### config.mk
export PLATFORM = sky130hd
export DESIGN_NAME = mag_ambm_pipe
export DESIGN_NICKNAME = d
export VERILOG_FILES = /design/src/rtl/mag_ambm_pipe_pkg.sv /design/src/rtl/mag_seg_sel.sv /design/src/rtl/mag_ambm_pipe.sv
export SDC_FILE = /design/constraint.sdc
export NUM_CORES = 1
export LEC_CHECK = 0
export CAP_MARGIN = 20
export CORE_ASPECT_RATIO = 0.5
export CORE_UTILIZATION = 42
export DETAILED_ROUTE_END_ITERATION = 8
export GPL_ROUTABILITY_DRIVEN = 1
export GPL_TIMING_DRIVEN = 0
export PLACE_DENSITY_LB_ADDON = 0.15
export SYNTH_ARGS = -nofsm -noshare
export SYNTH_HDL_FRONTEND = slang
export SYNTH_HIERARCHICAL = 1
export SYNTH_SLANG_ARGS = --single-unit
### constraint.sdc
create_clock -name clk -period 21.3 [get_ports clk]
set_input_delay 4.26 -clock clk [delete_from_list [all_inputs] [get_ports clk]]
set_output_delay 4.26 -clock clk [all_outputs]
set_load 0.02 [all_outputs]
### src/rtl/mag_ambm_pipe_pkg.sv
// Shared types and coefficient tables for the AMBM magnitude estimators.
// Coefficients are unsigned Q2.8; segment ratios are unsigned Q0.8 of min/max.
package mag_ambm_pipe_pkg;

    localparam int AMBM_SEG_N = 9;
    localparam int AMBM_FRAC  = 8;

    typedef logic [7:0] ratio_t;
    typedef logic [9:0] ambm_t;

    typedef enum logic [1:0] {
        MODE_AMBM = 2'd0,
        MODE_HALF = 2'd1,
        MODE_MAX  = 2'd2,
        MODE_RSVD = 2'd3
    } mag_mode_e;

    // Upper ratio bound of each segment; the last segment is open-ended.
    localparam ratio_t AMBM_SEG [AMBM_SEG_N-1] = '{
        8'h19, 8'h33, 8'h4E, 8'h6A, 8'h89, 8'hAB, 8'hC8, 8'hD2
    };

    localparam ambm_t AMBM_ALPHA [AMBM_SEG_N] = '{
        10'h133, 10'h0FE, 10'h0FA, 10'h0F3, 10'h0EA,
        10'h0DF, 10'h0D1, 10'h0D1, 10'h0B5
    };

    localparam ambm_t AMBM_BETA [AMBM_SEG_N] = '{
        10'h006, 10'h01F, 10'h038, 10'h050, 10'h068,
        10'h07E, 10'h093, 10'h093, 10'h0B4
    };

    localparam ambm_t ALPHA_UNITY = 10'h100;
    localparam ambm_t BETA_HALF   = 10'h080;

endpackage

### src/rtl/mag_seg_sel.sv
// Combinational AMBM segment selector: picks alpha/beta from the min/max ratio
// by cross-multiplied compares, so no divider is needed.
module mag_seg_sel
    import mag_ambm_pipe_pkg::*;
#(
    parameter int IN_W = 14
) (
    input  logic [IN_W-1:0] max_val,
    input  logic [IN_W-1:0] min_val,
    output ambm_t           alpha,
    output ambm_t           beta
);

    localparam int CMP_W = IN_W + AMBM_FRAC;

    logic [CMP_W-1:0] left;
    logic [CMP_W-1:0] right;
    logic [3:0]       seg;

    // Scan from the top segment down so the lowest matching segment wins.
    always_comb begin
        left  = {min_val, {AMBM_FRAC{1'b0}}};
        right = '0;
        seg   = 4'(AMBM_SEG_N - 1);
        for (int k = AMBM_SEG_N - 2; k >= 0; k--) begin
            right = CMP_W'(max_val) * CMP_W'(AMBM_SEG[k]);
            if (left < right) begin
                seg = 4'(k);
            end
        end
    end

    always_comb begin
        alpha = AMBM_ALPHA[seg];
        beta  = AMBM_BETA[seg];
        if (max_val == '0) begin
            alpha = '0;
            beta  = '0;
        end
    end

endmodule

### src/rtl/mag_ambm_pipe.sv
// Three-stage alpha-max-plus-beta-min magnitude estimator with valid/ready
// flow control, channel tag sideband, per-beat mode and saturating output.
module mag_ambm_pipe
    import mag_ambm_pipe_pkg::*;
#(
    parameter int IN_W  = 14,
    parameter int OUT_W = 14,
    parameter int TAG_W = 3
) (
    input  logic                   clk,
    input  logic                   rst,
    input  logic                   in_valid,
    output logic                   in_ready,
    input  logic signed [IN_W-1:0] in_re,
    input  logic signed [IN_W-1:0] in_im,
    input  logic [1:0]             in_mode,
    input  logic [TAG_W-1:0]       in_tag,
    output logic                   out_valid,
    input  logic                   out_ready,
    output logic [OUT_W-1:0]       out_mag,
    output logic                   out_sat,
    output logic [TAG_W-1:0]       out_tag
);

    localparam int SUM_W  = IN_W + 2;
    localparam int PROD_W = IN_W + $bits(ambm_t);
    localparam int LIM_W  = SUM_W + OUT_W;

    // The most negative input has no positive twin, so it clips to max positive.
    function automatic logic [IN_W-1:0] abs_sat(input logic signed [IN_W-1:0] v);
        logic signed [IN_W-1:0] most_neg;
        most_neg = {1'b1, {(IN_W-1){1'b0}}};
        if (v == most_neg) begin
            return {1'b0, {(IN_W-1){1'b1}}};
        end
        return v[IN_W-1] ? $unsigned(-v) : $unsigned(v);
    endfunction

    function automatic logic [SUM_W-1:0] scale(input ambm_t coef, input logic [IN_W-1:0] x);
        logic [PROD_W-1:0] prod;
        prod = PROD_W'(coef) * PROD_W'(x);
        return prod[PROD_W-1:AMBM_FRAC];
    endfunction

    // Returns {sat, mag}; compare is done wide enough for any OUT_W.
    function automatic logic [OUT_W:0] sat_mag(input logic [SUM_W-1:0] s);
        logic [LIM_W-1:0] ext;
        logic [LIM_W-1:0] lim;
        ext = LIM_W'(s);
        lim = {{SUM_W{1'b0}}, {OUT_W{1'b1}}};
        if (ext > lim) begin
            return {1'b1, {OUT_W{1'b1}}};
        end
        return {1'b0, OUT_W'(s)};
    endfunction

    logic en;
    logic vld_p0, vld_p1, vld_p2;

    logic [IN_W-1:0]  ax, ay;
    logic [IN_W-1:0]  max_p0, min_p0;
    mag_mode_e        mode_p0;
    logic [TAG_W-1:0] tag_p0;

    ambm_t            seg_alpha, seg_beta;
    ambm_t            alpha_s, beta_s;
    ambm_t            alpha_p1, beta_p1;
    logic [IN_W-1:0]  max_p1, min_p1;
    logic [TAG_W-1:0] tag_p1;

    logic [SUM_W-1:0] sum_s;
    logic [OUT_W:0]   res_s;

    assign en        = !vld_p2 || out_ready;
    assign in_ready  = en;
    assign out_valid = vld_p2;

    // ---- stage 0: absolute values and max/min ordering ----
    assign ax = abs_sat(in_re);
    assign ay = abs_sat(in_im);

    always_ff @(posedge clk) begin
        if (en) begin
            max_p0  <= (ax >= ay) ? ax : ay;
            min_p0  <= (ax >= ay) ? ay : ax;
            mode_p0 <= mag_mode_e'(in_mode);
            tag_p0  <= in_tag;
        end
    end

    // ---- stage 1: coefficient selection ----
    mag_seg_sel #(
        .IN_W (IN_W)
    ) u_seg_sel (
        .max_val (max_p0),
        .min_val (min_p0),
        .alpha   (seg_alpha),
        .beta    (seg_beta)
    );

    always_comb begin
        alpha_s = seg_alpha;
        beta_s  = seg_beta;
        case (mode_p0)
            MODE_HALF: begin
                alpha_s = ALPHA_UNITY;
                beta_s  = BETA_HALF;
            end
            MODE_MAX: begin
                alpha_s = ALPHA_UNITY;
                beta_s  = '0;
            end
            default: ;
        endcase
    end

    always_ff @(posedge clk) begin
        if (en) begin
            alpha_p1 <= alpha_s;
            beta_p1  <= beta_s;
            max_p1   <= max_p0;
            min_p1   <= min_p0;
            tag_p1   <= tag_p0;
        end
    end

    // ---- stage 2: weighted sum and saturation ----
    assign sum_s = scale(alpha_p1, max_p1) + scale(beta_p1, min_p1);
    assign res_s = sat_mag(sum_s);

    always_ff @(posedge clk) begin
        if (!rst) begin
            vld_p0  <= 1'b0;
            vld_p1  <= 1'b0;
            vld_p2  <= 1'b0;
            out_mag <= '0;
            out_sat <= 1'b0;
            out_tag <= '0;
        end else if (en) begin
            vld_p0  <= in_valid;
            vld_p1  <= vld_p0;
            vld_p2  <= vld_p1;
            out_mag <= res_s[OUT_W-1:0];
            out_sat <= res_s[OUT_W];
            out_tag <= tag_p1;
        end
    end

endmodule

# Word level (Yosys, flattened, before mapping)
# Memory sizes are Yosys's and may differ from the RTL's.
# Cells that the tools add are included.
# totals
in_bits	37
rom_bits	320
n_memories	2
out_inout_bits	20
ff_bits	105
# classes
n_bitwise	1
n_addsub	3
magnitude_cmp	11
mul	10
reduce_logical	5
n_mux	28
eq_ne	4
# memory_table
memory	depth	width	rd	rd_ports_with_merged_regs	wr	line_no	source
(no name shown)	16	10	1	0	0	mag_seg_sel.sv:34	alpha = AMBM_ALPHA[seg];
(no name shown)	16	10	1	0	0	mag_seg_sel.sv:35	beta = AMBM_BETA[seg];
# ops
op	n
two-way mux 14 bit	8
< comparator 22 bit	4
multiplier 14 x 6 -> 20 bit (second input constant)	3
two-way mux 10 bit	5
multiplier 10 x 14 -> 24 bit	2
< comparator 22 x 21 -> 1 bit	2
multiplier 14 x 8 -> 22 bit (second input constant)	2
multiplier 14 x 5 -> 19 bit (second input constant)	2
two-way mux 4 bit	8
two-way mux 15 bit	2
== test 14 bit (second input constant)	2
negation 14 bit	2
< comparator 22 x 19 -> 1 bit	1
< comparator 22 x 20 -> 1 bit	1
multiplier 14 x 7 -> 21 bit (second input constant)	1
one-hot mux 10 bit (2 select lines)	1
adder 16 bit	1
> comparator 16 x 14 -> 1 bit (second input constant)	1
greater-or-equal comparator 14 bit	1
zero test 14 bit	1
two-way mux 9 bit	1
greater-or-equal comparator 5 bit (second input constant)	1
NOT 4 -> 5 bit	1
two-way mux 1 bit	3
other kinds (6)	6

# Depth between registers and ports, before layout
# depth
ltp_word	16
depth_mapped	34

# By module
# The synthesis kept the hierarchy.
# modules_own_cells
mod	instances	cells_each	area_each_um2
mag_ambm_pipe	1	1417	13726.9
mag_seg_sel	1	1437	12460.7

# Worst setup path after synthesis
# No wires, ideal clock.
# synth_path
path_type	input -> output
from	input port out_ready
to	output port in_ready
t_arrival_ps	7201
setup_slack_ps	9839
stages	4
path_cell_list	nor2b_1 > clkbuf_1 > clkinv_1 > clkbuf_1
# synth_between
elab_chain_len	1
# synth_lines
item	line_no	source
from (decl)	mag_ambm_pipe.sv:19	input logic out_ready,
logical OR 1 bit	mag_ambm_pipe.sv:74	assign en = !vld_p2 || out_ready;
to (decl)	mag_ambm_pipe.sv:13	output logic in_ready,
# No other way between the ends.

# Final worst setup path
# Same ends and word-level chain as after synthesis.

==> impl_metrics.py <==
metrics = {
    "worst_hold_path": {
        "hold_path.class": "register to register",
    },
    "yosys": {
        "synth.cells.most_frequent": "ha_1 (510), inv_1 (473), fa_1 (314)",
        "async_flop_share_pct": 0,
        "synth_seq_cells": 105,
        "synth_area_per_cell_um2": 9.18,
        "synth-main-ff-cell": "edfxtp_1",
        "ys.warnings.count": 6,
        "netlist_instances": 2854,
        "synth_top_area_cell": "ha_1",
        "post-synth-top-count-cell": "ha_1",
        "ys_seq_area_share_pct": 11.2,
        "synthesis.area_um2": 26200,
        "synth_top_area_share_pct": 24.4,
        "synth_top_cells_by_area": "ha_1 (24%), fa_1 (24%), edfxtp_1 (9.6%)",
        "synth-edff-count": 84,
        "ys_types": 91,
    },
    "timing": {
        "fin_crit_ns": 11.01,
        "worst_pin_slew_ns": 1.14,
        "setup_tns_ns": 0,
        "slew_headroom_pct": 24.3,
        "final-hold-violation-count": 0,
        "layout_setup_ws_ns": 10.29,
        "fmax_mhz": 90.8,
        "period_share_pct": 51.7,
        "clock_skew_ns": 0.0138,
        "finalSetupViolations": 0,
        "rsz0062_at_grt": "false",
        "finalMaxSlewViolations": 0,
    },
    "setup_path": {
        "cpMaxStageDelayCell": "clkdlybuf4s50_1",
        "end_kind": "output pin",
        "cp-start-kind": "input pin",
        "cpMostUsedCell": "clkdlybuf4s50_1",
        "critPathMaxFanout": 58,
        "cp_cell_sequence": "clkdlybuf4s50_1, nor2b_1, clkbuf_1, clkinv_1, clkbuf_4, buf_16, clkdlybuf4s50_1",
        "worstSetupPathType": "input pin to output pin",
        "worstPathRequired_ns": 17.04,
        "max_stage_delay_ns": 0.60,
        "crit_arrival_ns": 6.75,
    },
    "clocking": {
        "clk_latency_ns": 0.38,
        "htreeDepth": 3,
        "cts_root_buf": "clkbuf_16",
        "ctsHoldBuffers": 0,
        "path_clk_slew_ns": 0.07,
        "cts.repair.resized": 0,
        "cts_setup_buffers": 0,
        "numCtsBuffers": 9,
        "clock_path_buffers": 2,
        "clock_sinks": 105,
        "cts_tree": "yes",
    },
    "detailed_routing": {
        "drt-initial-drc-count": 1172,
        "antenna_left": 0,
        "viasPerCell": 5.27,
        "num_vias": 19800,
        "drc_errors": 0,
        "drt-total-wl_um": 68700,
        "drt-wirelength-per-cell_um": 18.3,
        "first_pass_iters": 5,
    },
    "placement": {
        "io_buffers": 55,
        "dpl.cell_count": 3737,
        "pre_cts_slack_ns": 10.32,
        "gp_routability_congestion": 0.882,
        "hpwl_um": 55300,
    },
    "global_routing": {
        "grt_util_all_layers_pct": 22.2,
        "grt_pass1_vias": 19700,
        "antenna_found_initial": 1,
        "grt_max_degree": 59,
        "grt_remaining_overflow": 0,
        "grt_first_pass_wirelength_um": 108000,
    },
    "layout": {
        "syn_to_final_growth_pct": 7.47,
        "drive_gt1_share_pct": 2.15,
        "final_nets": 3785,
        "stdcell_count": 3755,
    },
    "floorplanning": {
        "fp.dieH_um": 179,
        "ioPinCount": 57,
        "dieWidth_um": 355,
        "std_cell_rows": 64,
        "die-area_um2": 63400,
        "core_um2": 61300,
        "start_util_pct": 42.7,
    },
    "outcome": {
        "status": "completed",
    },
    "job": {
        "max-cap-violations": 0,
    },
}
## final timing paths
| kind | startpoint | end | slack, ns | depth (start not counted) |
|---|---|---|---|---|
| max | out_ready | in_ready | 10.29 | 7 |
| min reg2reg | tag_p0[0] | tag_p1[0] | 0.42 | 0 |
| max reg2reg | max_p0[7] | beta_p1[1] | 12.19 | 25 |
| min | tag_p0[0] | tag_p1[0] | 0.42 | 0 |
## kinds of logic after synthesis
family / synth area share, %
adders and majority gates: 48.4
and+or+nand+nor: 14.2
buffers and inverters: 8.02
AOI/OAI and AO/OA: 11.7
xor gates and xnor gates: 5.24
DFF: 11.2
muxes: 1.23
other: 0.0143
## critical path: cells and delay by family
family	cells	cell delay (ns)
and+or+nand+nor	1	0.10
buffers and inverters	6	2.29
## state kept, by name, indices dropped and copies added, names as in the netlist
signal and flops:
max_p0 14, max_p1 14, min_p0 14, min_p1 14, out_mag 14, alpha_p1 10
beta_p1 10, out_tag 3, tag_p0 3, tag_p1 3, mode_p0 2, out_sat 1
out_valid 1, vld_p0 1, vld_p1 1
## stage by stage
step | instance area [um^2] | hold slack (ns) | util (%)
6_report | 28100 | 0.421 | 45.9
5_1_grt | 28100 | 0.429 | 45.9
4_1_cts | 28100 | 0.424 | 45.8
3_5_place_dp | 27800 | 0.409 | 45.3
3_3_place_gp | 27800 | 0.403 | 45.3
2_1_floorplan | 26200 | 0.400 | -
## layout make-up
cell class              instances  area, um^2
fillers                      6086       33200
multi-input cells            2206       21200
flip-flops and latches        105        2940
inverters                     475        1780
well taps                     825        1030
repair buffers                 57         606
plain buffers                  70         322
clock buffers                  12         236
clock inverters                 4        67.6
diodes                          1        2.50
## metal layers
metal  up-vias  routed length, um  global-route usage [%]
li1       9733                  -                       -
met1      9672              33500                    31.1
met2       344              31700                    37.3
met3        54               2390                    2.42
met4         0               1110                    4.11
met5         -                  0                       0
## cells in the final DEF, fill, tap and decap left out, types with 43 or more instances in the layout
cell type          n
o21ai_0           84
nand2_1          240
fa_1             314
xor2_1            83
nor2_1           102
xnor2_1           71
clkdlybuf4s50_1   55
a21oi_1          131
a21o_1            43
and2_1           167
edfxtp_1          84
inv_1            473
ha_1             510
clkbuf_1          58
Power is not shown: default switching activity piles up to over one toggle a cycle in this logic, so the estimate is an artifact.
